$ cat src/rtl/combat_round_controller.sv
`timescale 1ns/1ps
// combat_round_controller
//   Sequences one fight round between player 1 (left) and player 2 (right).
//   Each player has an attack FSM (READY -> WINDUP -> ACTIVE -> COOLDOWN).
//   Hits landed in ACTIVE are arbitrated, including same-tick trades. Damage
//   is applied to both health registers, and a KO ends the round.
//   All state moves on the 20 Hz game tick. The only exception is the attack
//   request latch, which runs on every clk.
//
// Ports
//   clk                  100 MHz system clock
//   reset                synchronous, active-high, dominant
//   tick                 one-clk game tick enable
//   start                level; starts a round from IDLE
//   p1_attack/p2_attack  attack buttons (level, synchronised)
//   p1_block/p2_block    block buttons (level)
//   in_range             players overlap or are adjacent
//   health_l/health_r    player 1 / player 2 health (5 bit)
//   p1_state/p2_state    0 READY, 1 WINDUP, 2 ACTIVE, 3 COOLDOWN
//   round_state          0 IDLE, 1 FIGHT, 2 KO
//   winner               0 none, 1 player 1, 2 player 2, 3 draw
module combat_round_controller #(
  parameter int MAX_HEALTH     = 31,
  parameter int HIT_DAMAGE     = 3,
  parameter int BLOCK_DAMAGE   = 1,
  parameter int WINDUP_TICKS   = 2,
  parameter int ACTIVE_TICKS   = 2,
  parameter int COOLDOWN_TICKS = 6,
  parameter int KO_TICKS       = 40
) (
  input  logic       clk,
  input  logic       reset,
  input  logic       tick,
  input  logic       start,
  input  logic       p1_attack,
  input  logic       p2_attack,
  input  logic       p1_block,
  input  logic       p2_block,
  input  logic       in_range,
  output logic [4:0] health_l,
  output logic [4:0] health_r,
  output logic [1:0] p1_state,
  output logic [1:0] p2_state,
  output logic [1:0] round_state,
  output logic [1:0] winner
);

  localparam int ATK_MAX0 = (WINDUP_TICKS > ACTIVE_TICKS) ? WINDUP_TICKS : ACTIVE_TICKS;
  localparam int ATK_MAX  = (ATK_MAX0 > COOLDOWN_TICKS) ? ATK_MAX0 : COOLDOWN_TICKS;
  localparam int ATK_W    = $clog2(ATK_MAX + 1);
  localparam int KO_W     = $clog2(KO_TICKS + 1);

  localparam logic [4:0]       MAX_H   = 5'(MAX_HEALTH);
  localparam logic [4:0]       HIT_D   = 5'(HIT_DAMAGE);
  localparam logic [4:0]       BLK_D   = 5'(BLOCK_DAMAGE);
  localparam logic [ATK_W-1:0] WIND_LD = ATK_W'(WINDUP_TICKS - 1);
  localparam logic [ATK_W-1:0] ACT_LD  = ATK_W'(ACTIVE_TICKS - 1);
  localparam logic [ATK_W-1:0] COOL_LD = ATK_W'(COOLDOWN_TICKS - 1);
  localparam logic [KO_W-1:0]  KO_LD   = KO_W'(KO_TICKS - 1);

  typedef enum logic [1:0] {
    ATK_READY    = 2'd0,
    ATK_WINDUP   = 2'd1,
    ATK_ACTIVE   = 2'd2,
    ATK_COOLDOWN = 2'd3
  } atk_t;

  typedef enum logic [1:0] {
    RND_IDLE  = 2'd0,
    RND_FIGHT = 2'd1,
    RND_KO    = 2'd2
  } rnd_t;

  typedef struct packed {
    atk_t             st;
    logic [ATK_W-1:0] cnt;
  } atk_nxt_t;

  // Health minus damage, clamped at zero. The 6-bit signed difference
  // cannot wrap for any 5-bit operands.
  function automatic logic [4:0] sat_sub(input logic [4:0] h, input logic [4:0] d);
    logic signed [5:0] diff;
    diff = $signed({1'b0, h}) - $signed({1'b0, d});
    return (diff < 0) ? 5'd0 : diff[4:0];
  endfunction

  // One tick of an attack FSM. A pending request is consumed only from READY.
  function automatic atk_nxt_t atk_step(input atk_t st, input logic [ATK_W-1:0] cnt,
                                        input logic pend);
    atk_nxt_t n;
    n.st  = st;
    n.cnt = cnt;
    case (st)
      ATK_READY: begin
        if (pend) begin
          n.st  = ATK_WINDUP;
          n.cnt = WIND_LD;
        end
      end
      ATK_WINDUP: begin
        if (cnt == '0) begin
          n.st  = ATK_ACTIVE;
          n.cnt = ACT_LD;
        end else begin
          n.cnt = cnt - ATK_W'(1);
        end
      end
      ATK_ACTIVE: begin
        if (cnt == '0) begin
          n.st  = ATK_COOLDOWN;
          n.cnt = COOL_LD;
        end else begin
          n.cnt = cnt - ATK_W'(1);
        end
      end
      ATK_COOLDOWN: begin
        if (cnt == '0) begin
          n.st  = ATK_READY;
          n.cnt = '0;
        end else begin
          n.cnt = cnt - ATK_W'(1);
        end
      end
      default: begin
        n.st  = ATK_READY;
        n.cnt = '0;
      end
    endcase
    return n;
  endfunction

  rnd_t             rnd_q, rnd_d;
  atk_t             p1_q, p1_d, p2_q, p2_d;
  logic [ATK_W-1:0] p1_cnt_q, p1_cnt_d, p2_cnt_q, p2_cnt_d;
  logic [KO_W-1:0]  ko_cnt_q, ko_cnt_d;
  logic [4:0]       hl_q, hl_d, hr_q, hr_d;
  logic [1:0]       win_q, win_d;
  logic             p1_pend_q, p1_pend_d, p2_pend_q, p2_pend_d;
  logic             p1_hd_q, p1_hd_d, p2_hd_q, p2_hd_d;
  logic             p1_atk_q, p2_atk_q;

  logic       p1_edge, p2_edge;
  logic       p1_hit, p2_hit;
  logic [4:0] dmg_l, dmg_r, hl_new, hr_new;
  atk_nxt_t   p1_n, p2_n;

  assign p1_edge = p1_attack & ~p1_atk_q;
  assign p2_edge = p2_attack & ~p2_atk_q;

  always_ff @(posedge clk) begin
    if (reset) begin
      rnd_q     <= RND_IDLE;
      p1_q      <= ATK_READY;
      p2_q      <= ATK_READY;
      p1_cnt_q  <= '0;
      p2_cnt_q  <= '0;
      ko_cnt_q  <= '0;
      hl_q      <= MAX_H;
      hr_q      <= MAX_H;
      win_q     <= 2'd0;
      p1_pend_q <= 1'b0;
      p2_pend_q <= 1'b0;
      p1_hd_q   <= 1'b0;
      p2_hd_q   <= 1'b0;
      p1_atk_q  <= 1'b0;
      p2_atk_q  <= 1'b0;
    end else begin
      rnd_q     <= rnd_d;
      p1_q      <= p1_d;
      p2_q      <= p2_d;
      p1_cnt_q  <= p1_cnt_d;
      p2_cnt_q  <= p2_cnt_d;
      ko_cnt_q  <= ko_cnt_d;
      hl_q      <= hl_d;
      hr_q      <= hr_d;
      win_q     <= win_d;
      p1_pend_q <= p1_pend_d;
      p2_pend_q <= p2_pend_d;
      p1_hd_q   <= p1_hd_d;
      p2_hd_q   <= p2_hd_d;
      p1_atk_q  <= p1_attack;
      p2_atk_q  <= p2_attack;
    end
  end

  always_comb begin
    rnd_d     = rnd_q;
    p1_d      = p1_q;
    p2_d      = p2_q;
    p1_cnt_d  = p1_cnt_q;
    p2_cnt_d  = p2_cnt_q;
    ko_cnt_d  = ko_cnt_q;
    hl_d      = hl_q;
    hr_d      = hr_q;
    win_d     = win_q;
    p1_pend_d = p1_pend_q;
    p2_pend_d = p2_pend_q;
    p1_hd_d   = p1_hd_q;
    p2_hd_d   = p2_hd_q;

    // A block only helps a defender that is not itself mid-attack.
    p1_hit = (p1_q == ATK_ACTIVE) && in_range && !p1_hd_q;
    p2_hit = (p2_q == ATK_ACTIVE) && in_range && !p2_hd_q;
    dmg_r  = (p2_block && (p2_q == ATK_READY)) ? BLK_D : HIT_D;
    dmg_l  = (p1_block && (p1_q == ATK_READY)) ? BLK_D : HIT_D;
    hr_new = p1_hit ? sat_sub(hr_q, dmg_r) : hr_q;
    hl_new = p2_hit ? sat_sub(hl_q, dmg_l) : hl_q;
    p1_n   = atk_step(p1_q, p1_cnt_q, p1_pend_q);
    p2_n   = atk_step(p2_q, p2_cnt_q, p2_pend_q);

    // Request latch runs every clk. Presses outside FIGHT+READY are dropped.
    if (rnd_q != RND_FIGHT) begin
      p1_pend_d = 1'b0;
      p2_pend_d = 1'b0;
    end else begin
      if (p1_edge && (p1_q == ATK_READY)) p1_pend_d = 1'b1;
      if (p2_edge && (p2_q == ATK_READY)) p2_pend_d = 1'b1;
    end

    if (tick) begin
      case (rnd_q)
        RND_IDLE: begin
          hl_d = MAX_H;
          hr_d = MAX_H;
          p1_d = ATK_READY;
          p2_d = ATK_READY;
          if (start) begin
            rnd_d = RND_FIGHT;
            win_d = 2'd0;
          end
        end
        RND_FIGHT: begin
          p1_d     = p1_n.st;
          p1_cnt_d = p1_n.cnt;
          p2_d     = p2_n.st;
          p2_cnt_d = p2_n.cnt;
          if ((p1_q == ATK_READY) && p1_pend_q) begin
            p1_pend_d = 1'b0;
            p1_hd_d   = 1'b0;
          end
          if ((p2_q == ATK_READY) && p2_pend_q) begin
            p2_pend_d = 1'b0;
            p2_hd_d   = 1'b0;
          end
          if (p1_hit) p1_hd_d = 1'b1;
          if (p2_hit) p2_hd_d = 1'b1;
          hl_d = hl_new;
          hr_d = hr_new;
          // KO is judged on post-damage health so trades resolve as a draw.
          if ((hl_new == 5'd0) || (hr_new == 5'd0)) begin
            rnd_d    = RND_KO;
            ko_cnt_d = KO_LD;
            p1_d     = ATK_READY;
            p2_d     = ATK_READY;
            if ((hl_new == 5'd0) && (hr_new == 5'd0)) win_d = 2'd3;
            else if (hr_new == 5'd0)                  win_d = 2'd1;
            else                                      win_d = 2'd2;
          end
        end
        RND_KO: begin
          p1_d = ATK_READY;
          p2_d = ATK_READY;
          if (ko_cnt_q == '0) begin
            rnd_d = RND_IDLE;
            hl_d  = MAX_H;
            hr_d  = MAX_H;
          end else begin
            ko_cnt_d = ko_cnt_q - KO_W'(1);
          end
        end
        default: rnd_d = RND_IDLE;
      endcase
    end
  end

  assign health_l    = hl_q;
  assign health_r    = hr_q;
  assign p1_state    = p1_q;
  assign p2_state    = p2_q;
  assign round_state = rnd_q;
  assign winner      = win_q;

endmodule

$ cat config.mk
export PLATFORM = sky130hd
export DESIGN_NAME = combat_round_controller
export DESIGN_NICKNAME = d
export VERILOG_FILES = /design/src/rtl/combat_round_controller.sv
export SDC_FILE = /design/constraint.sdc
export NUM_CORES = 1
export LEC_CHECK = 0
export CAP_MARGIN = 20
export CORE_MARGIN = 4
export CORE_UTILIZATION = 40
export DETAILED_ROUTE_END_ITERATION = 12
export GPL_ROUTABILITY_DRIVEN = 1
export GPL_TIMING_DRIVEN = 0
export PLACE_DENSITY = 0.69
export SLEW_MARGIN = 0
export SYNTH_ARGS = -nofsm -noshare
export SYNTH_HDL_FRONTEND = slang
export SYNTH_SLANG_ARGS = --single-unit
$ cat constraint.sdc
create_clock -name clk -period 2.75 [get_ports clk]
set_input_delay 0.55 -clock clk [delete_from_list [all_inputs] [get_ports clk]]
set_output_delay 0.55 -clock clk [all_outputs]
set_load 0.05 [all_outputs]
==> impl_metrics.json <==
{
  "status": "completed",
  "drt-wirelength-per-cell_um": 14.26,
  "slew-limit-headroom_pct": 61.30,
  "min_period_over_period_pct": 96.11,
  "nets": 340,
  "maxCapViolCount": 0,
  "fin_util_pct": 52.28,
  "rsz0062_at_grt": "true",
  "fin_crit_ns": 2.643,
  "ir_worst_vdd_mv": 0.1714,
  "die_area_sq_um": 6926,
  "max_freq_mhz": 378.3,
  "synth_cell_type_count": 57,
  "cp_max_fo": 8,
  "syn_area_sq_um": 2263,
  "cp-start-kind": "input pin",
  "drt-vias-per-instance": 5.525,
  "clock_path_buffers": 2,
  "dp_hpwl_um": 3907,
  "async_flop_share_pct": 0,
  "clock_latency_ns": 0.29,
  "cts_buffers": 5,
  "clk_pin_slew_ns": 0.07,
  "dpl_cell_area_sq_um": 2619,
  "clkSinkCount": 36,
  "cts_tree": "done",
  "track_usage_pct": 15.62,
  "final_area_sq_um": 2879,
  "worstSetupEndpointType": "flop",
  "crit_type": "in -> reg",
  "syn_nets": 301,
  "yosys_most_used_dff": "dfxtp_1",
  "hold_path_class": "reg -> reg",
  "fin_skew_ns": 0.003645,
  "core_sq_um": 5507,
  "grt-ovfl-total": 0,
  "row_count": 27,
  "ios": 27,
  "drv_slew": 0,
  "antenna_found_initial": 0,
  "die_w_um": 83.23,
  "cts-root-buf": "clkbuf_8",
  "ys_ff_latch": 36,
  "finalSetupViolCount": 0,
  "yosysWarnings": 0,
  "gp_congestion": 0.8045,
  "drive_gt1_share_pct": 14.79,
  "power_density_nw_per_um2": 361.3,
  "grt_max_degree": 11,
  "finalWirelength_um": 5461,
  "hold_violations": 0,
  "cp.required_ns": 2.93,
  "avgSynthCellArea_sq_um": 8.321,
  "syn_inst": 272,
  "start_util_pct": 41.10,
  "synth-edff-count": 0,
  "ys_seq_area_share_pct": 31.84,
  "drcViolationCount": 0,
  "io_buffers": 26,
  "grt_pass1_vias": 1835,
  "holdPathStages": 2,
  "die_h_um": 83.23,
  "r2r_cells": 11,
  "first_pass_iters": 6,
  "critPathArrivalTime_ns": 2.83,
  "route.antenna.remaining_nets": 0,
  "drt-initial-drc-count": 162,
  "hold_buffers": 0,
  "worst_pin_slew_ns": 0.5805,
  "diodes": 0,
  "cts-htree-levels": 2,
  "via_count": 2116,
  "syn_to_final_growth_pct": 27.20,
  "p_leak_nw": 1.060,
  "grt_pass1_wl_um": 8783
}
where the power goes:
| part | total, mW | internal [mW] | switching (mW) |
|---|---|---|---|
| Combinational | 0.100 | 0.0399 | 0.0605 |
| Clock | 0.412 | 0.223 | 0.189 |
| Sequential | 0.528 | 0.525 | 0.00309 |
| Total | 1.04 | 0.788 | 0.253 |
worst max-delay path, stage by stage:
cell and delay [ns]:
clkdlybuf4s50_1 0.45, nand2_1 0.08, fa_1 0.45, a31o_2 0.24
o211ai_1 0.32, o2bb2ai_4 0.19, and2_2 0.27, o31a_1 0.27
synth_stat cells, types with 2 or more instances:
cell      instances  area share (%)
dfxtp_1          36              32
nor2_1           28             4.6
inv_1            26             4.3
a21oi_1          18             4.0
ha_1             18              10
nand2_1          17             2.8
o21ai_0          16             3.5
nor3_1           11             2.4
clkbuf_1          6            0.99
nand3b_1          6             2.0
a221o_1           5             2.2
nand3_1           5             1.1
nor2b_1           5             1.4
a211oi_1          4             1.3
a21o_1            4             1.3
nand2b_1          4             1.1
a221oi_1          3             1.2
and2_1            3            0.83
o31ai_1           3            0.99
or3_1             3            0.83
a22o_1            2            0.77
a31oi_1           2            0.55
a32o_1            2            0.88
a32oi_1           2            0.77
and2_2            2            0.66
and3b_1           2            0.77
fa_1              2             1.8
nand4_1           2            0.55
nor3b_1           2            0.66
o21a_1            2            0.66
o41ai_1           2            0.77
or2_2             2            0.55
or2b_1            2            0.66
xnor2_1           2            0.77
metal layers:
| layer | GRT usage (%) | up-vias | share of wire [%] |
|---|---|---|---|
| li1 | - | 1059 | - |
| met1 | 20.27 | 985 | 47 |
| met2 | 24.85 | 63 | 46 |
| met3 | 3.869 | 9 | 5.8 |
| met4 | 6.092 | 0 | 2.1 |
| met5 | 0 | - | 0 |
cells by family after synthesis:
| kind of cell | after synthesis | share of synthesized area [%] |
|---|---|---|
| xor+xnor | 3 | 1.161 |
| compound gates | 77 | 24.71 |
| simple gates | 101 | 23.88 |
| flops | 36 | 31.84 |
| buf+inv | 34 | 6.246 |
| fa+ha+maj | 20 | 11.72 |
| mux | 1 | 0.4423 |
path summary, 6_finish.rpt:
path                       startpoint  slack (ns)                        to
min reg2reg  p1_cnt_q[1]$_SDFFE_PP0P_        0.48  p1_cnt_q[1]$_SDFFE_PP0P_
min          p1_cnt_q[1]$_SDFFE_PP0P_        0.48  p1_cnt_q[1]$_SDFFE_PP0P_
max                          p2_block        0.11  ko_cnt_q[0]$_SDFFE_PP0P_
max reg2reg  p1_state[0]$_SDFFE_PP0P_        0.16  p2_state[0]$_SDFFE_PP0P_
layout by cell type, fill, tap and decap left out, drive strengths merged, types with 5 or more instances in the layout:
cell / n
a211oi: 6
a21oi: 18
a221o: 6
and2: 5
buf: 7
clkbuf: 14
clkdlybuf4s50: 26
dfxtp: 36
ha: 18
inv: 26
nand2: 17
nand3: 5
nand3b: 7
nor2: 28
nor2b: 5
nor3: 12
o21ai: 16
sequential cells by signal, indices dropped and copies added (netlist names), 2 cells and up:
signal	count
ko_cnt_q	6
health_l	5
health_r	5
p1_cnt_q	3
p2_cnt_q	3
p1_state	2
p2_state	2
round_state	2
winner	2
through the flow:
step	setup TNS (ns)	std cells	setup WS [ns]	power, mW	hold WS, ns
6_report	0	383	0.1069	1.040	0.4823
3_5_place_dp	-3.672	370	-0.3806	0.6328	0.4772
2_1_floorplan	0	272	0.06290	0.5972	0.4496
5_1_grt	-0.04734	383	-0.01461	1.088	0.5255
3_3_place_gp	-3.683	370	-0.3790	0.6324	0.4603
4_1_cts	0	379	0.02545	1.045	0.4875
area by class of cell:
| type | count | area [sq um] |
|---|---|---|
| repair buffers | 32 | 309.0 |
| multi-input cells | 202 | 1514 |
| plain buffers | 8 | 43.79 |
| flip-flops and latches | 36 | 728.2 |
| well taps | 72 | 90.09 |
| inverters | 26 | 97.59 |
| clock buffers | 7 | 96.34 |
| fillers | 522 | 2628 |
timing repair:
action,4_1_cts,5_1_grt
pin swaps,4,9
endpoints found under the setup margin,7,12
gates resized for setup,2,21
setup buffers,2,4
Note: power is estimated with default switching activity, not from simulation.
